$ cat config.mk
export PLATFORM = sky130hd
export DESIGN_NAME = mem_bus_arbiter
export DESIGN_NICKNAME = d
export VERILOG_FILES = /design/src/rtl/mem_bus_arbiter_pkg.sv /design/src/rtl/mem_bus_arbiter_rr_picker.sv /design/src/rtl/mem_bus_arbiter.sv
export SDC_FILE = /design/constraint.sdc
export NUM_CORES = 1
export LEC_CHECK = 0
export CAP_MARGIN = 20
export CORE_ASPECT_RATIO = 0.8
export CORE_UTILIZATION = 30
export CTS_BUF_LIST = sky130_fd_sc_hd__clkbuf_2
export CTS_CLUSTER_SIZE = 25
export DETAILED_ROUTE_END_ITERATION = 8
export GPL_TIMING_DRIVEN = 0
export SLEW_MARGIN = 20
export SYNTH_ARGS = -nofsm -noshare
export SYNTH_HDL_FRONTEND = slang
export SYNTH_HIERARCHICAL = 1
export SYNTH_SLANG_ARGS = --single-unit
$ cat constraint.sdc
create_clock -name clk -period 3.9 [get_ports clk]
set_input_delay 0.78 -clock clk [delete_from_list [all_inputs] [get_ports clk]]
set_output_delay 0.78 -clock clk [all_outputs]
set_load 0.01 [all_outputs]
$ cat src/rtl/mem_bus_arbiter_pkg.sv
// Shared definitions for the two-master memory bus arbiter.
// Holds the FSM state encoding, the requester indices and the one-hot grant helper.
package mem_bus_arbiter_pkg;

    typedef enum logic [1:0] {
        ST_IDLE  = 2'd0,
        ST_ISSUE = 2'd1,
        ST_WAIT  = 2'd2,
        ST_ACK   = 2'd3
    } arb_state_t;

    localparam logic REQ_CPU = 1'b0;
    localparam logic REQ_DMA = 1'b1;

    function automatic logic [1:0] idx_onehot(input logic idx);
        return idx ? 2'b10 : 2'b01;
    endfunction

endpackage

$ cat src/rtl/mem_bus_arbiter_rr_picker.sv
// Two-way round-robin selector: picks from an eligibility mask, and on a tie
// it favours the requester that was not served last.
module mem_bus_arbiter_rr_picker
    import mem_bus_arbiter_pkg::*;
(
    input  logic       clk,
    input  logic       reset_n,
    input  logic [1:0] eligible,
    input  logic       update,
    input  logic       served,
    output logic [1:0] win,
    output logic       win_idx
);

    logic last;

    // Resetting to the DMA side makes the first tie go to the CPU.
    always_ff @(posedge clk or negedge reset_n) begin
        if (!reset_n) begin
            last <= REQ_DMA;
        end else if (update) begin
            last <= served;
        end
    end

    always_comb begin
        win_idx = REQ_CPU;
        case (eligible)
            2'b10:   win_idx = REQ_DMA;
            2'b11:   win_idx = ~last;
            default: win_idx = REQ_CPU;
        endcase
        win = (eligible == 2'b00) ? 2'b00 : idx_onehot(win_idx);
    end

endmodule

$ cat src/rtl/mem_bus_arbiter.sv
// Arbiter serialising CPU and DMA transactions onto the memory controller,
// with round-robin fairness and a bounded bus lock.
//
// state    | meaning
// ST_IDLE  | arbitrate; grant shown combinationally for the winner
// ST_ISSUE | drive address/data, pulse m_read or m_write
// ST_WAIT  | count down read latency, capture m_rdata at zero
// ST_ACK   | pulse ack to owner, update rr pointer and lock count
module mem_bus_arbiter
    import mem_bus_arbiter_pkg::*;
#(
    parameter int READ_LATENCY = 1,
    parameter int MAX_LOCK     = 4
) (
    input  logic        clk,
    input  logic        reset_n,
    input  logic [1:0]  req,
    input  logic [1:0]  we,
    input  logic [1:0]  lock,
    input  logic [31:0] addr0,
    input  logic [31:0] addr1,
    input  logic [31:0] wdata0,
    input  logic [31:0] wdata1,
    output logic [1:0]  ack,
    output logic [31:0] rdata,
    output logic [1:0]  gnt,
    output logic [31:0] m_addr,
    output logic [31:0] m_wdata,
    output logic        m_read,
    output logic        m_write,
    input  logic [31:0] m_rdata
);

    localparam logic [2:0] LAT_INIT = 3'((READ_LATENCY > 0) ? READ_LATENCY - 1 : 0);
    localparam logic [4:0] LOCK_MAX = 5'(MAX_LOCK);

    arb_state_t  state, state_d;
    logic        cur, cur_we, locked;
    logic [3:0]  lock_cnt;
    logic [2:0]  lat_cnt;
    logic [31:0] cur_addr, cur_wdata, rdata_q;
    logic [1:0]  eligible, win;
    logic        win_idx, owner_present, capture, pick_update, lock_keep;

    // A locked owner that still requests excludes the other master.
    assign owner_present = locked && req[cur];
    assign eligible      = owner_present ? idx_onehot(cur) : req;
    assign lock_keep     = lock[cur] && (({1'b0, lock_cnt} + 5'd1) < LOCK_MAX);

    mem_bus_arbiter_rr_picker u_picker (
        .clk      (clk),
        .reset_n  (reset_n),
        .eligible (eligible),
        .update   (pick_update),
        .served   (cur),
        .win      (win),
        .win_idx  (win_idx)
    );

    always_comb begin
        state_d     = state;
        gnt         = 2'b00;
        ack         = 2'b00;
        m_read      = 1'b0;
        m_write     = 1'b0;
        capture     = 1'b0;
        pick_update = 1'b0;
        case (state)
            ST_IDLE: begin
                gnt = win & {2{reset_n}};
                if (eligible != 2'b00) state_d = ST_ISSUE;
            end
            ST_ISSUE: begin
                gnt = idx_onehot(cur);
                if (cur_we) begin
                    m_write = 1'b1;
                    state_d = ST_ACK;
                end else begin
                    m_read = 1'b1;
                    if (READ_LATENCY == 0) begin
                        capture = 1'b1;
                        state_d = ST_ACK;
                    end else begin
                        state_d = ST_WAIT;
                    end
                end
            end
            ST_WAIT: begin
                gnt = idx_onehot(cur);
                if (lat_cnt == 3'd0) begin
                    capture = 1'b1;
                    state_d = ST_ACK;
                end
            end
            ST_ACK: begin
                gnt         = idx_onehot(cur);
                ack         = idx_onehot(cur);
                pick_update = 1'b1;
                state_d     = ST_IDLE;
            end
            default: state_d = ST_IDLE;
        endcase
    end

    assign m_addr  = cur_addr;
    assign m_wdata = cur_wdata;
    assign rdata   = rdata_q;

    always_ff @(posedge clk or negedge reset_n) begin
        if (!reset_n) begin
            state     <= ST_IDLE;
            cur       <= REQ_CPU;
            cur_we    <= 1'b0;
            cur_addr  <= 32'd0;
            cur_wdata <= 32'd0;
            rdata_q   <= 32'd0;
            locked    <= 1'b0;
            lock_cnt  <= 4'd0;
            lat_cnt   <= 3'd0;
        end else begin
            state <= state_d;
            if (capture) rdata_q <= m_rdata;
            case (state)
                ST_IDLE: begin
                    if (locked && !req[cur]) begin
                        locked   <= 1'b0;
                        lock_cnt <= 4'd0;
                    end
                    if (eligible != 2'b00) begin
                        cur       <= win_idx;
                        cur_we    <= we[win_idx];
                        cur_addr  <= (win_idx == REQ_DMA) ? addr1 : addr0;
                        cur_wdata <= (win_idx == REQ_DMA) ? wdata1 : wdata0;
                    end
                end
                ST_ISSUE: lat_cnt <= LAT_INIT;
                ST_WAIT: begin
                    if (lat_cnt != 3'd0) lat_cnt <= lat_cnt - 3'd1;
                end
                ST_ACK: begin
                    if (lock_keep) begin
                        locked   <= 1'b1;
                        lock_cnt <= lock_cnt + 4'd1;
                    end else begin
                        locked   <= 1'b0;
                        lock_cnt <= 4'd0;
                    end
                end
                default: ;
            endcase
        end
    end

endmodule

Word level (Yosys, flattened, before mapping)
Index checks and enable logic that the tools add are counted.

word-level totals
  register bits after elaboration = 109
  input port bits = 168
  output and inout bits = 102

operators by class
  $add $sub $neg = 3
  magnitude comparators = 3
  equality and inequality tests = 9
  multiplexer cells = 34
  bitwise operators = 2
  reductions and logical operators = 16

operator list
  cell                                                        count
  2-to-1 mux 32 bit                                           2
  2-to-1 mux 1 bit                                            16
  2-to-1 mux 2 bit                                            7
  == test 2 bit, second input constant                        4
  2-to-1 mux 4 bit                                            2
  inequality test 2 bit, second input constant                4
  case mux 2 bit (4 select lines)                             1
  case mux 4 bit (2 select lines)                             1
  AND reduction 2 bit                                         4
  case mux 3 bit (2 select lines)                             1
  nonzero test 2 bit                                          3
  adder 4 x 1 -> 5 bit, second input constant                 1
  less-than comparator 5 x 3 -> 1 bit, second input constant  1
  adder 4 x 1 -> 4 bit, second input constant                 1
  zero test 2 bit                                             2
  less-than comparator 1 x 2 -> 1 bit, second input constant  2
  case mux 1 bit (2 select lines)                             2
  case mux 2 bit (2 select lines)                             1
  logical AND 1 bit                                           3
  zero test 3 bit                                             1
  2-to-1 mux 3 bit                                            1
  nonzero test 3 bit                                          1
  OR reduction 3 bit                                          1
  subtractor 3 x 1 -> 3 bit, second input constant            1
  other kinds (4)                                             4

Depth between registers and ports, before layout
  word-level depth = 10
  mapped depth = 8

By module
The synthesis kept the hierarchy.

by module, submodules not included
  module                     instances  cells an instance  area each (µm²)
  mem_bus_arbiter            1          423                4934.7
  mem_bus_arbiter_rr_picker  1          7                  68.8

Worst setup path before layout
Ideal clock, no wire load.

  kind = in2out
  from = in req[1]
  to = out gnt[1]
  arrival = 1.410 ns
  required time = 3.120 ns
  slack = 1.710 ns
  cell stages on the path = 5
  path buffers = 0
  path through = inv_1 a31oi_1 a21boi_1 nand3_1 o21ai_0

on the way
  longest elaborated chain between the ends = 10
  elaborated cells on any way between the ends = 12
  classes of those cells = eq/ne: 2; mux: 7; bitwise: 1; reduce/logical: 2

ends and longest elaborated chain
  item                                                  RTL line                         text
  from (decl)                                           mem_bus_arbiter.sv:17            input logic [1:0] req,
  2-to-1 mux 1 bit (not written as such) (2 in series)  mem_bus_arbiter.sv:46            assign owner_present = locked && req[cur];
  logical AND 1 bit                                     mem_bus_arbiter.sv:46
  2-to-1 mux 2 bit (*)                                  mem_bus_arbiter.sv:47            assign eligible = owner_present ? idx_onehot(cur) : req;
  via eligible[1]                                       mem_bus_arbiter.sv:42            logic [1:0] eligible, win;
  == test 2 bit                                         mem_bus_arbiter_rr_picker.sv:28  case (eligible)
  case mux 1 bit (2 select lines)                       mem_bus_arbiter_rr_picker.sv:28
  2-to-1 mux 2 bit                                      mem_bus_arbiter_pkg.sv:16        return idx ? 2'b10 : 2'b01;
  2-to-1 mux 2 bit (*)                                  mem_bus_arbiter_rr_picker.sv:33  win = (eligible == 2'b00) ? 2'b00 : idx_onehot(win_idx);
  via win[1]                                            mem_bus_arbiter.sv:42
  bitwise AND 2 bit (*)                                 mem_bus_arbiter.sv:70            gnt = win & {2{reset_n}};
  case mux 2 bit (2 select lines) (*)                   mem_bus_arbiter.sv:68            case (state)
  to (decl)                                             mem_bus_arbiter.sv:26            output logic [1:0] gnt,

The timed path passes the listed nets; every way through them passes the cells marked *. The select of a mux whose other input is x is not followed.

Final worst setup path
Same ends and word-level chain as after synthesis.

==> impl_metrics.py <==
metrics = {
    "status": {
        "status": "completed",
    },
    "floorplanning": {
        "start_util_pct": 31.2,
        "die_w_um": 146,
        "ios": 270,
        "die_h_um": 118,
        "num_rows": 41,
        "fp.coreArea_mm2": 0.0161,
        "die-area_mm2": 0.0172,
    },
    "synthesis": {
        "synth-seq-area-share_pct": 54.5,
        "syn_area_mm2": 0.00500,
        "yosysWarnings": 6,
        "syn_nets": 605,
        "syn_avg_cell_area_um2": 11.6,
        "synth.distinct_cells": 39,
        "ys_ff_latch": 109,
        "synth_top_area_share_pct": 54.0,
        "async_reset_ff_share_pct": 100,
        "synth-main-ff-cell": "dfrtp_1",
        "synthTopCellsByArea": "dfrtp_1 (54%), mux2i_1 (13%), mux2_2 (8.1%), o21ai_0 (6.8%), nand2_1 (5.1%)",
        "synth_edf_count": 0,
        "synthCells": 430,
        "yosysTopAreaCell": "dfrtp_1",
    },
    "timing": {
        "worst_slew_pin_slew_ps": 769,
        "drv_slew": 0,
        "fmax_ghz": 0.291,
        "setup_viol": 0,
        "clock_skew_ps": 36.2,
        "rsz0062_at_grt": "false",
        "hold_viol_final": 0,
        "setup_ws_ps": 461,
        "finalCritPeriodShare_pct": 88.2,
        "hold_slack_ps": 515,
        "period_needed_ps": 3440,
        "slew_headroom_pct": 48.2,
    },
    "cells_and_area": {
        "drive_above_1_share_pct": 12.3,
        "final_util_pct": 50.6,
        "syn2layout_area_growth_pct": 62.4,
        "fin_nets": 887,
        "finalInstanceArea_mm2": 0.00813,
    },
    "clock_network": {
        "cts_hold_buf": 1,
        "clock_latency_ps": 630,
        "cts-root-buf": "clkbuf_2",
        "clkTransAtPathRegs_ps": 280,
        "numClockSinks": 109,
        "post-cts-setup-buffers": 0,
        "cts_tree": "done",
        "h-tree-depth": 3,
        "ctsResizeCount": 0,
        "cts_max_path_buffers": 2,
        "cts_made_buffers": 9,
    },
    "drt": {
        "drt_wl_total_mm": 14.7,
        "vias": 4250,
        "post_drt_wl_per_cell_um": 15.8,
        "drtIter0Drc": 152,
        "drc_errors": 0,
        "avgViaCountPerCell": 4.56,
        "drt_pass1_iterations": 4,
        "final_antenna_net_count": 0,
    },
    "hold_path": {
        "worstHoldPathCells": 2,
        "whs_endpoint": "m_wdata[2]",
        "min_path_type": "reg -> reg",
        "worstHoldStart": "m_wdata[2]",
    },
    "power": {
        "p_sw_share_pct": 36.1,
        "internal_power_uw": 3460,
        "net-switching-power_uw": 1950,
        "peakVddDrop_mv": 0.226,
        "pwr-share-seq_pct": 36.1,
        "power.density_mw_per_mm2": 666,
        "combPwrFrac_pct": 53.8,
        "leakagePower_uw": 0.00353,
        "clkPwrFrac_pct": 10.1,
    },
    "job": {
        "drv_cap": 0,
    },
    "place": {
        "port_buffers": 269,
        "gp_congestion": 0.802,
        "dpl.hpwl_mm": 11.6,
        "dpl_worst_slack_ps": 484,
        "place_area_mm2": 0.00799,
    },
    "worst_setup_path": {
        "crit_top_cell": "clkdlybuf4s50_1",
        "slowest_stage": "clkdlybuf4s50_1",
        "path_buf_inv": 3,
        "cp_top_family": "buffers and inverters",
        "worstPathRequired_ps": 3120,
        "cp_max_fo": 4,
        "slowest_delay_ps": 580,
        "critical_path.startpoint_type": "input pin",
        "crit_chain": "clkdlybuf4s50_1 -> inv_1 -> a31oi_1 -> a21boi_1 -> nand3_1 -> o21ai_0 -> clkdlybuf4s50_1",
        "endpoint_kind": "primary output",
        "worst-r2r-setup-slack_ps": 1320,
        "timing.rr.end": "m_addr[7]",
        "r2r_start": "cur",
        "worstPathArrival_ps": 2660,
        "crit_type": "in -> out",
        "worst-r2r-cell-count": 8,
    },
    "grt": {
        "grt_pass1_vias": 4458,
        "top_usage_layer": "met2",
        "grt_use_met2_pct": 29.3,
        "antenna_found_initial": 1,
        "track_usage_pct": 17.5,
        "grt_max_degree": 61,
        "grt_pass1_wl_mm": 23.4,
        "grt_overflow_total": 0,
        "met1_usage_pct": 21.2,
        "use_met3_pct": 6.78,
    },
}
placed cells by master (no fill, tap or decap), drive strengths merged:
cell           synthesis  final
nand2                 68     68
o211ai                 3      3
and2                   5      5
a211oi                 1      1
nand3                  2      2
xnor2                  1      1
a22o                   3      3
nor2                   3      3
a21oi                  1      1
dfrtp                108    108
diode                  0      1
o41ai                  1      1
clkdlybuf4s50          0    268
a21boi                 3      3
mux2                  37     37
inv                    9     11
dlygate4sd3            0      1
nand3b                 2      2
o21bai                 1      1
bufinv                 0      1
and2b                  1      1
o21ai                 69     69
ha                     7      7
clkinv                 0      3
nor2b                  1      1
a2111oi                1      1
clkbuf                 7     17
nor3                   1      1
o31ai                  2      2
buf                   20     22
mux2i                 66     66
o21a                   1      1
a32o                   1      1
dfstp                  1      1
nand2b                 2      2
a31oi                  2      2
metrics by stage:
step                      instances  power [uW]  TNS, ps
after global placement          914        4870  -248730
after detailed placement        915        4950        0
after global routing            933        5810        0
after CTS                       932        5520        0
final                           933        5410        0
after floorplan                 430        3320        0
synth_stat cells, drive strengths merged (3+ instances only):
| cell type | n |
|---|---|
| o21ai | 69 |
| mux2i | 66 |
| a21boi | 3 |
| o211ai | 3 |
| nor2 | 3 |
| ha | 7 |
| nand2 | 68 |
| dfrtp | 108 |
| mux2 | 37 |
| buf | 20 |
| a22o | 3 |
| clkbuf | 7 |
| and2 | 5 |
| inv | 9 |
sequential cells by signal, summed over array words and instances, names as in the netlist:
name           flops
u_picker/last      1
lock_cnt           4
lat_cnt            3
state              2
m_addr            32
cur_we             1
cur                1
m_wdata           32
rdata             32
locked             1
tightest hold or removal path, cell delays in order, from the launching register on:
cell and delay [ps]:
dfrtp_1 410, nand2_1 40, o21ai_0 50
worst max path at each step:
stage	slack (ps)	endpoint	from	depth (start not counted)
3_3_place_gp	-2790	gnt[0]	reset_n	4
5_1_grt	320	gnt[1]	cur	6
4_1_cts	460	gnt[1]	req[1]	7
3_5_place_dp	480	gnt[1]	req[1]	7
6_report	460	gnt[1]	req[1]	7
2_1_floorplan	1710	gnt[1]	req[1]	5
logic make-up after synthesis:
family | Yosys count | synth area share [%]
adders and majority gates | 7 | 1.75
and+or+nand+nor | 85 | 7.18
AOI/OAI and AO/OA | 89 | 10.4
buffers and inverters | 36 | 4.33
xor gates and xnor gates | 1 | 0.175
muxes | 103 | 21.6
DFF | 109 | 54.5
power groups by stage:
stage / sequential (uW) / clock (uW) / combinational, uW
2_1_floorplan: 2190 / 0 / 1130
3_3_place_gp: 1960 / 0 / 2920
3_5_place_dp: 1980 / 0 / 2970
4_1_cts: 1960 / 591 / 2970
5_1_grt: 2020 / 626 / 3160
6_report: 1950 / 547 / 2910
routing by layer:
layer | share of wire, % | routed length, um
met1 | 42 | 6240
met2 | 48 | 7020
met3 | 8.4 | 1230
met4 | 1.4 | 213
met5 | 0 | 0
layout make-up:
type,count,area [um2]
Clock buffer,10,50.0
Buffer,27,183
Multi-Input combinational cell,285,2060
Clock inverter,6,70.1
Fill cell,1463,7930
Antenna cell,1,2.50
Sequential cell,109,2730
Timing Repair Buffer,271,2730
Tap cell,215,269
Inverter,9,33.8
Power figures use the tool's default switching activity.
==> RTL edit, RTL diff (config.mk and constraints unchanged) <==
The parameter `READ_LATENCY` goes from 1 to 0.
--- a/src/rtl/mem_bus_arbiter.sv
+++ b/src/rtl/mem_bus_arbiter.sv
@@ -9,7 +9,7 @@
 module mem_bus_arbiter
     import mem_bus_arbiter_pkg::*;
 #(
-    parameter int READ_LATENCY = 1,
+    parameter int READ_LATENCY = 0,
     parameter int MAX_LOCK     = 4
 ) (
     input  logic        clk,
Function: changed (a bounded check fails within 4 cycles, from zero or initial values and one cycle with reset_n low).
==> RTL edit against the original RTL <==
  * Cell area decreased by 0.97%
  * Die area shrank 0.96%
  * Clock skew decreased by 0.020 ns
  * Area after synthesis is 0.98% lower
  * Power decreased by 0.91%
  * Routed wire length down 1.2%
  * Worst setup slack improved by 0.046 ns
  * Sequential cell count did not move
  * Clock power down 16%
  * Critical path type unchanged
==> RTL edit: results <==
metrics = {
    "layout": {
        "area.growth.synth_to_final_pct": 62.4,
        "fin_cells": 930,
        "layout-drive-gt1-share_pct": 11.5,
        "final_nets": 885,
        "nNonClkInverters": 10,
        "nNonClkBuffers": 296,
        "numSequentialCells": 109,
    },
    "pwr": {
        "powerDensity_nw_per_um2": 667,
        "pwr-share-seq_pct": 36.7,
        "leakage_nw": 3.50,
        "power.switching_mw": 1.94,
        "ir_drop_mv": 0.226,
    },
    "drt": {
        "vias_per_cell": 4.50,
        "drt_wl_total_mm": 14.5,
        "drt_iter0_markers": 142,
    },
    "placed_design": {
        "place.detailed.hpwl_mm": 11.5,
        "dpl_cell_area_um2": 7950,
    },
    "floorplanning": {
        "die_w_um": 146,
    },
    "logic_synthesis": {
        "yosysUniqueCellTypes": 36,
        "synthTopCellsByArea": "dfrtp_1 (55%), mux2i_1 (13%), mux2_2 (7.5%)",
        "synthesis.nets": 603,
        "synth_commonest_cells": "dfrtp_1 (108), nand2_1 (67), mux2i_1 (66)",
    },
    "timing": {
        "whs_ns": 0.517,
        "finClkSkew_ns": 0.0166,
        "timing_worst_slew_pin_value_ns": 0.457,
    },
    "clocking": {
        "clk_pin_slew_ns": 0.26,
    },
    "critical_path": {
        "rrSetupSlack_ns": 1.54,
        "critical_path_arrival_ns": 2.61,
        "cp_max_fo": 5,
    },
    "global_route": {
        "grt_max_degree": 68,
    },
    "run_status": {
        "status": "completed",
    },
}
## RTL edit: kinds of logic after synthesis
logic type / after synthesis / synth area share (%)
simple gates: 84 / 7.32
fa+ha+maj: 8 / 2.02
buf+inv: 35 / 3.46
flops: 109 / 55.1
compound gates: 89 / 10.5
mux: 102 / 21.6
## RTL edit: routing by layer
metal	vias up	part of all wire [%]	global-route usage, %
met2	177	49	30.1
li1	2037	-	-
met5	-	0	0
met1	1963	41	19.3
met4	0	0.91	3.58
met3	9	8.6	7.21
## RTL edit: repair_timing
item | 4_1_cts | 5_1_grt
gates resized for setup | 0 | 0
hold buffers | 1 | 0
endpoints found under the hold margin | 8 | 0
endpoints found under the setup margin | 0 | 0
## RTL edit: path summary, 6_finish.rpt
kind | end | cells past startpoint
worst max-delay path | gnt[1] | 7
worst min-delay path | m_wdata[21] | 2
worst max register to register | m_addr[0] | 8
worst min register to register | m_wdata[21] | 2
max in group asynchronous | m_addr[12] | 3
min in group asynchronous | rdata[1] | 2
